<file path="src/rtl/gol_iteration_counter.sv">
// Generation counter for the Game of Life datapath: counts iterations while the
// run switch is on, with an optional prescaler, plus step/wrap marker pulses.
module gol_iteration_counter #(
  parameter int WIDTH = 8,
  parameter int DIV   = 1
) (
  input  logic             counter_clock_signal,
  input  logic             reset_n,
  input  logic             switch,
  output logic [WIDTH-1:0] counter,
  output logic             running,
  output logic             step,
  output logic             wrap
);

  localparam logic [15:0] DIV_LAST = 16'(DIV - 1);

  logic             sync1_q;
  logic             running_q;
  logic [15:0]      pre_q, pre_d;
  logic [WIDTH-1:0] count_q, count_d;
  logic             inc_q, inc_d;
  logic             step_q, step_d;
  logic             wrap_q, wrap_d;

  always_comb begin
    pre_d   = pre_q;
    count_d = count_q;
    inc_d   = 1'b0;
    if (running_q) begin
      if (pre_q == DIV_LAST) begin
        pre_d   = '0;
        count_d = count_q + 1'b1;
        inc_d   = 1'b1;
      end else begin
        pre_d = pre_q + 16'd1;
      end
    end
    // Markers trail the increment by one edge; a count of zero right after an
    // increment can only come from rolling over the all-ones value.
    step_d = inc_q;
    wrap_d = inc_q && (count_q == '0);
  end

  always_ff @(posedge counter_clock_signal or negedge reset_n) begin
    if (!reset_n) begin
      sync1_q   <= 1'b0;
      running_q <= 1'b0;
      pre_q     <= '0;
      count_q   <= '0;
      inc_q     <= 1'b0;
      step_q    <= 1'b0;
      wrap_q    <= 1'b0;
    end else begin
      sync1_q   <= switch;
      running_q <= sync1_q;
      pre_q     <= pre_d;
      count_q   <= count_d;
      inc_q     <= inc_d;
      step_q    <= step_d;
      wrap_q    <= wrap_d;
    end
  end

  assign counter = count_q;
  assign running = running_q;
  assign step    = step_q;
  assign wrap    = wrap_q;

endmodule

</file>
<file path="config.mk">
export PLATFORM = sky130hd
export DESIGN_NAME = gol_iteration_counter
export DESIGN_NICKNAME = d
export VERILOG_FILES = /design/src/rtl/gol_iteration_counter.sv
export SDC_FILE = /design/constraint.sdc
export NUM_CORES = 1
export LEC_CHECK = 0
export ABC_AREA = 0
export BUFFER_PORTS_ARGS = -buffer_cell sky130_fd_sc_hd__buf_4
export CORE_UTILIZATION = 50
export CTS_CLUSTER_SIZE = 40
export DETAILED_ROUTE_END_ITERATION = 7
export HOLD_SLACK_MARGIN = 0.15
export PLACE_DENSITY = 0.71
export SYNTH_ARGS = -nofsm -noshare
export SYNTH_HDL_FRONTEND = slang
export SYNTH_SLANG_ARGS = --single-unit
</file>
<file path="constraint.sdc">
create_clock -name counter_clock_signal -period 2.8 [get_ports counter_clock_signal]
set_input_delay 0.56 -clock counter_clock_signal [delete_from_list [all_inputs] [get_ports counter_clock_signal]]
set_output_delay 0.56 -clock counter_clock_signal [all_outputs]
set_load 0.03 [all_outputs]
</file>
# After elaboration in Yosys (flattened, before gate mapping)
# Cells that the tools add are included.
# word_totals
reg_bits	29
inputBits	3
output_inout_bits	11
elab_cells	16
# op_classes
n_addsub	2
n_mux	3
n_reduce_logical	4
# op_table
cell	n
$add A16 B1 Y16 const B	1
$logic_not A16 Y1	1
$mux W16	1
$add A8 B1 Y8 const B	1
$logic_not A8 Y1	1
$mux W1	2
$reduce_and A2 Y1	1
$logic_and A1 B1 Y1	1

# Logic depth before layout (Yosys ltp)
# Gate-level depths: netlist of run 1.
# depth
depth_word	3
mapped_depth	6
ltp_nobuf	6

# Worst setup path before layout of run 1
# No wires, ideal clock.
# synth_path
path_type	register -> register
from	reg pre_q[0]
to	reg count_q[3], in the netlist counter[3]
setup_ns	0.134
arrival_ns	1.798
t_required_ns	2.666
slack_ns	0.868
path_stages_with_launch	7
path_buffers	0
period_less_slack_ns	1.932
path_cell_list	dfrtp_1 inv_1 ha_1 or4b_1 nor4_4 nand4_1 xnor2_1
# synth_between
elab_chain_cells	2
# synth_lines
item	line_no	text
start: declaration	20	logic [15:0] pre_q, pre_d;
start signal: assignment	57	pre_q <= pre_d;
$logic_not A16 Y1	31	if (pre_q == DIV_LAST) begin
$reduce_and A2 Y1 (no source line)	n/a	
end signal: assignment	58	count_q <= count_d;
end: declaration	21	logic [WIDTH-1:0] count_q, count_d;
# No other way between the ends.
# A chain may end at the register's enable or synchronous reset.

# Worst setup path after layout of run 1
# layout_path
from	reg pre_q[0]
to	reg count_q[5], in the netlist counter[5]
# Same word-level chain as after synthesis.

==> results of run 1 <==
cell usage in the layout, fill, tap and decap left out, types with 3 or more instances in the layout:
cell / n
dfrtp_1: 29
xnor2_1: 15
buf_4: 13
nand2_1: 9
nand4_1: 7
inv_1: 5
nand3_1: 5
and3_1: 5
xor2_1: 5
clkbuf_4: 5
nor2_1: 4
ha_1: 4
o21ai_0: 3
nor3_1: 3
path summary, 6_finish.rpt:
path                          start    endpoint  cells past startpoint
min in group asynchronous   reset_n  counter[7]                      2
setup / recovery           pre_q[0]  counter[5]                      6
max in group asynchronous   reset_n  counter[4]                      2
hold reg to reg             sync1_q     running                      0
hold / removal               switch     sync1_q                      1
setup reg to reg           pre_q[0]  counter[5]                      6
metrics by stage:
step                        util  setup WS, ps  power (W)  std cells
final                     0.6142         716.5   0.001104        161
after floorplan                -         868.2  0.0007080        110
after global placement    0.5815         815.6  0.0008177        152
after CTS                 0.6142         695.2   0.001115        161
after global routing      0.6142         558.4   0.001176        161
after detailed placement  0.5815         711.3  0.0008255        152
worst max-delay path, cell delays in order (launching register included):
cell and delay, ps:
dfrtp_1 430, inv_1 100, ha_1 150, or4b_1 520
nor4_4 470, nand3_1 160, xnor2_1 150
layer usage:
metal / part of all wire / track usage
met1: 0.43 / 0.2472
met2: 0.50 / 0.3397
met3: 0.049 / 0.09195
met4: 0.019 / 0.1140
met5: 0 / 0
cell type report:
type | count | area, um^2
clock buffer | 7 | 65.06
clock inverter | 1 | 5.005
fill | 204 | 947.2
inverter | 5 | 18.77
multi-input combinational | 75 | 548.0
sequential | 29 | 725.7
tap | 30 | 37.54
timing repair buffer | 14 | 107.6
state kept, by name, indices dropped and copies added, names as in the netlist:
signal   flops
pre_q       16
counter      8
wrap         1
sync1_q      1
running      1
step         1
inc_q        1
kinds of logic after synthesis:
family | count (synthesis) | synth area share
buffers and inverters | 6 | 0.01737
XOR/XNOR | 20 | 0.1351
adder cells (fa/ha/maj) | 4 | 0.03861
flip-flops | 29 | 0.5598
AO/OA/AOI/OAI | 4 | 0.01737
AND/OR/NAND/NOR | 47 | 0.2317
cell usage after synthesis (2+ instances only):
cell type	instances
and3_1	5
dfrtp_1	29
ha_1	4
inv_1	5
nand2_1	9
nand3_1	5
nand4_1	7
nor2_1	4
nor3_1	3
o21ai_0	3
or4_1	2
xnor2_1	15
xor2_1	5
power groups by stage:
stage	logic, W	clock network [W]	registers, W
after floorplan	0.0000902	0	0.000618
after global placement	0.000281	0	0.000537
after detailed placement	0.000287	0	0.000539
after CTS	0.000289	0.000296	0.000530
after global routing	0.000319	0.000318	0.000539
final	0.000286	0.000288	0.000529
what timing repair did:
action | 4_1_cts | 5_1_grt
endpoints found under the setup margin | 0 | 0
hold buffers | 1 | 0
hold endpoints to repair | 16 | 0
==> metrics.md, run 1 <==
| Metric | Value |
|---|---|
| Leak | `0.7563 nW` |
| Dominant cells by area after synthesis | `dfrtp_1 (56%), xnor2_1 (10%), ha_1 (3.9%)` |
| Drt pass-1 iters | `4` |
| Yosys top cell by area | `dfrtp_1` |
| CTS Root Buffer Type | `clkbuf_4` |
| Worst-Margin Slew | `465.7 ps` |
| CP Launch Type | `register` |
| Die Area | `0.002800 mm^2` |
| Post-synth EDFFs | `0` |
| # IOs | `14` |
| Clock power frac | `0.261` |
| Initial antenna violation count | `0` |
| Chip height | `52.92 um` |
| Synth unique cells | `27` |
| Synthesized cell area | `0.001296 mm^2` |
| GRT Residual Overflow | `0` |
| Post-synth top area share | `0.5598` |
| Max Cap Violations | `0` |
| Peak supply drop | `482.2 uV` |
| GRT Total Usage | `0.2160` |
| Fin area | `0.001508 mm^2` |
| Switching Fraction | `0.3382` |
| CP Data Required Time | `3010 ps` |
| # setup viols final | `0` |
| Die width | `52.92 um` |
| CTS H-tree depth | `2` |
| Main synth FF type | `dfrtp_1` |
| FF-to-FF setup slack | `720 ps` |
| Area Overhead vs Synth | `16.31%` |
| Syn Nets | `117` |
| CTS tree | `done` |
| Cell-internal power | `0.0007303 W` |
| DRC Markers | `0` |
| Tmin final | `2083 ps` |
| FF+latch count, synth | `29` |
| Status | `finished clean` |
| Vias in the first global route | `880` |
| Slew headroom | `0.6869` |
| Layout cells sized above 1 | `0.1985` |
| Final net count | `137` |
| Antenna Nets Post-Route | `0` |
| GP Congestion | `0.7829` |
| Total CTS buffers | `5` |
| IO buf count | `13` |
| Post-synthesis sequential area ratio | `0.5598` |
| Drt total wl | `2274 um` |
| DR vias | `878` |
| # diodes | `0` |
| Power per cell area | `732.0 mW/mm^2` |
| First-pass GRT wire length | `4029 um` |
| Site Rows | `18` |
| Final slew viol count | `0` |
| PostCTS Resize Cnt | `0` |
| Setup bufs post-CTS | `0` |
| Setup TNS | `0 ps` |
| Clock latency at the later pin of the worst-skew pair | `320 ps` |
| Clock skew | `9.768 ps` |
| CP Data Arrival Time | `2290 ps` |
| Worst-path maximum fanout | `8` |
| RSZ-0062 raised after global routing | `false` |
| Placed cell areas | `0.001428 mm^2` |
| CTS max path bufs | `2` |
| Sequential power share | `0.479` |
| Final Cycle Share | `0.7441` |
| Initial Utilization | `0.5280` |
| Synthesized area per cell | `11.78 um^2` |
| Switch Pwr | `0.0003733 W` |
| Hold/Removal Path Class | `in -> reg` |
| Synth warn | `0` |
| Ys async rst share | `1.000` |
| Achievable clock frequency | `480.0 MHz` |
| Sink Count | `29` |
| Largest net degree at the start of global routing | `30` |
| Vias per cell | `5.453` |
| Core area | `0.002455 mm^2` |
| Worst Setup Path Type | `reg -> reg` |
| Comb power frac | `0.260` |
| Post-DP HPWL | `1647 um` |
| Cells after Synth | `110` |
| Routed len/inst | `14.12 um` |
| First DRT Iteration DRCs | `16` |
| Final Hold Viols | `0` |
| Clk pin slew, worst setup/hold paths | `90 ps` |
| CP endpoint kind | `register` |
| Worst hold margin | `342.7 ps` |
Note: power is estimated with default switching activity, not from simulation.
==> inputs of run 2 (changes only) <==
==> constraint.sdc (replaced) <==
create_clock -name counter_clock_signal -period 2.2 [get_ports counter_clock_signal]
set_input_delay 0.44 -clock counter_clock_signal [delete_from_list [all_inputs] [get_ports counter_clock_signal]]
set_output_delay 0.44 -clock counter_clock_signal [all_outputs]
set_load 0.03 [all_outputs]
==> run 2 against run 1 <==
  * Final area shrank 0.91%
  * Register-to-register slack lost 600 ps
  * Clock-buffer cell count grew 1
  * Sequential power grew 27%
  * Largest power group unchanged
  * Die area is the same
  * Hold slack lost 120 ps
  * Cell count grew 0.62%
  * Highest routed layer unchanged
  * Largest cell class unchanged
==> metrics.md, run 2 (synthesized netlist as in run 1, its figures left out) <==
| Metric | Value |
|---|---|
| Cell-internal power | `0.0008714 W (+19%)` |
| # IOs | `14 (unchanged)` |
| GRT Residual Overflow | `0 (unchanged)` |
| Routed len/inst | `13.38 um (-5.3%)` |
| DRC Markers | `0 (unchanged)` |
| Clock power frac | `0.220 (-0.041)` |
| FF-to-FF setup slack | `120 ps (-600 ps)` |
| Chip height | `52.92 um (unchanged)` |
| RSZ-0062 raised after global routing | `false` |
| Reg with most FFs | `pre_q` |
| Final Cycle Share | `0.9469 (+0.2028)` |
| Achievable clock frequency | `480.0 MHz (about the same)` |
| GRT Total Usage | `0.2026 (-0.01346)` |
| CP Data Arrival Time | `2290 ps (about the same)` |
| Comb power frac | `0.275 (+0.015)` |
| Tmin final | `2083 ps (-0.1960 ps)` |
| Drt total wl | `2167 um (-4.7%)` |
| Sequential power share | `0.505 (+0.026)` |
| Util after Layout | `0.6086 (-0.005606)` |
| Antenna Nets Post-Route | `0 (unchanged)` |
| Die width | `52.92 um (unchanged)` |
| Area Overhead vs Synth | `15.25%` |
| Final net count | `138 (+0.73%)` |
| Largest net degree at the start of global routing | `30 (unchanged)` |
| Most frequent cells in the layout | `dfrtp_1 (29), xnor2_1 (15), buf_4 (14), nand2_1 (9), nand4_1 (7)` |
| Fillers | `199 (-2.5%)` |
| Status | `finished clean` |
| Switching Fraction | `0.3448 (+0.006578)` |
| First DRT Iteration DRCs | `7 (-9)` |
| Overall power | `0.001330 W (+21%)` |
| IO buf count | `13 (unchanged)` |
| PostCTS Resize Cnt | `0 (unchanged)` |
| Vias per cell | `5.426 (-0.50%)` |
| First-pass GRT wire length | `3850 um (-4.4%)` |
| Max reg flops | `16 (unchanged)` |
| Final slew viol count | `0 (unchanged)` |
| Clock latency at the later pin of the worst-skew pair | `320 ps (about the same)` |
| Post-DP HPWL | `1573 um (-4.5%)` |
| GP Congestion | `0.7789 (-0.51%)` |
| Core area | `0.002455 mm^2 (unchanged)` |
| Layout cells sized above 1 | `0.1818 (-0.01666)` |
| CP Launch Type | `register` |
| Die Area | `0.002800 mm^2 (unchanged)` |
| Sink Count | `29 (unchanged)` |
| Hold/Removal Path Class | `in -> reg` |
| Final Hold Viols | `0 (unchanged)` |
| CTS max path bufs | `2 (unchanged)` |
| Setup bufs post-CTS | `0 (unchanged)` |
| Initial antenna violation count | `0 (unchanged)` |
| Commonest non-fill, non-tap cell in the layout | `dfrtp_1` |
| Worst Setup Path Type | `reg -> reg` |
| CTS H-tree depth | `2 (unchanged)` |
| CP endpoint kind | `register` |
| Clk pin slew, worst setup/hold paths | `80 ps (about the same)` |
| Initial Utilization | `0.5280 (unchanged)` |
| Vias in the first global route | `843 (-4.2%)` |
| Drt pass-1 iters | `3 (-1)` |
| Site Rows | `18 (unchanged)` |
| Clock skew | `4.019 ps (-5.749 ps)` |
| Leak | `0.7455 nW (-1.4%)` |
| Slew headroom | `0.6983 (+0.01135)` |
| Total CTS buffers | `5 (unchanged)` |
| # setup viols final | `0 (unchanged)` |
| CTS tree | `done` |
| CTS Root Buffer Type | `clkbuf_4` |
| # diodes | `0 (unchanged)` |
| DR vias | `879 (+0.11%)` |
| Power per cell area | `890.3 mW/mm^2 (+22%)` |
| Switch Pwr | `0.0004586 W (+23%)` |
| Max Cap Violations | `0 (unchanged)` |
| Setup TNS | `0 ps (unchanged)` |
| Worst-Margin Slew | `449.2 ps (-16.52 ps)` |
| CP Data Required Time | `2400 ps (-610 ps)` |
| Peak supply drop | `604.9 uV (+25%)` |
| Worst-path maximum fanout | `8 (unchanged)` |
## run 2: stage by stage
step	cell area [um^2]	cells	hold slack [ps]	worst slack, ps
global placement	1435	153	331.7	220.6
CTS	1494	162	213.0	126.4
detailed placement	1435	153	334.7	124.4
global route	1494	162	207.1	27.79
floorplan	1296	110	144.4	268.2
finish	1494	162	227.2	116.7
## run 2: what timing repair did
action | 4_1_cts | 5_1_grt
endpoints found under the hold margin | 29 | 0
hold buffers | 1 | 0
setup endpoints to repair | 0 | 3
## run 2: final timing paths
kind,startpoint,cells after the start,to
min,switch,1,sync1_q
min reg2reg,sync1_q,0,running
max in group asynchronous,reset_n,2,pre_q[7]
max reg2reg,pre_q[2],4,counter[5]
max,pre_q[2],4,counter[5]
min in group asynchronous,reset_n,2,counter[3]
## run 2: cell type report
cell class | instances | area, um^2 | share of cell area
Multi-Input combinational cell | 75 | 548.0 | 0.3668
Tap cell | 30 | 37.54 | 0.02513
Clock buffer | 8 | 48.80 | 0.03266
Sequential cell | 29 | 725.7 | 0.4858
Inverter | 5 | 18.77 | 0.01256
Timing Repair Buffer | 15 | 115.1 | 0.07705
## run 2: layer usage
layer	routed length (um)	track usage	vias up
met5	0	0	-
met4	48	0.1053	0
met3	104	0.07759	4
met2	1022	0.3165	18
met1	991	0.2399	429
li1	-	-	428
## run 2: critical path: stages, from the launching register on
cell and delay, ps:
dfrtp_1 450, or4b_2 730, nor4_4 480, nand3_1 160, xnor2_1 150
## run 2: power by group through the flow
stage	Combinational (W)	Clock [W]	Sequential [W]
2_1_floorplan	0.000115	0	0.000786
5_1_grt	0.000396	0.000332	0.000686
6_report	0.000365	0.000293	0.000672
4_1_cts	0.000369	0.000307	0.000673
3_5_place_dp	0.000367	0	0.000684
3_3_place_gp	0.000361	0	0.000681
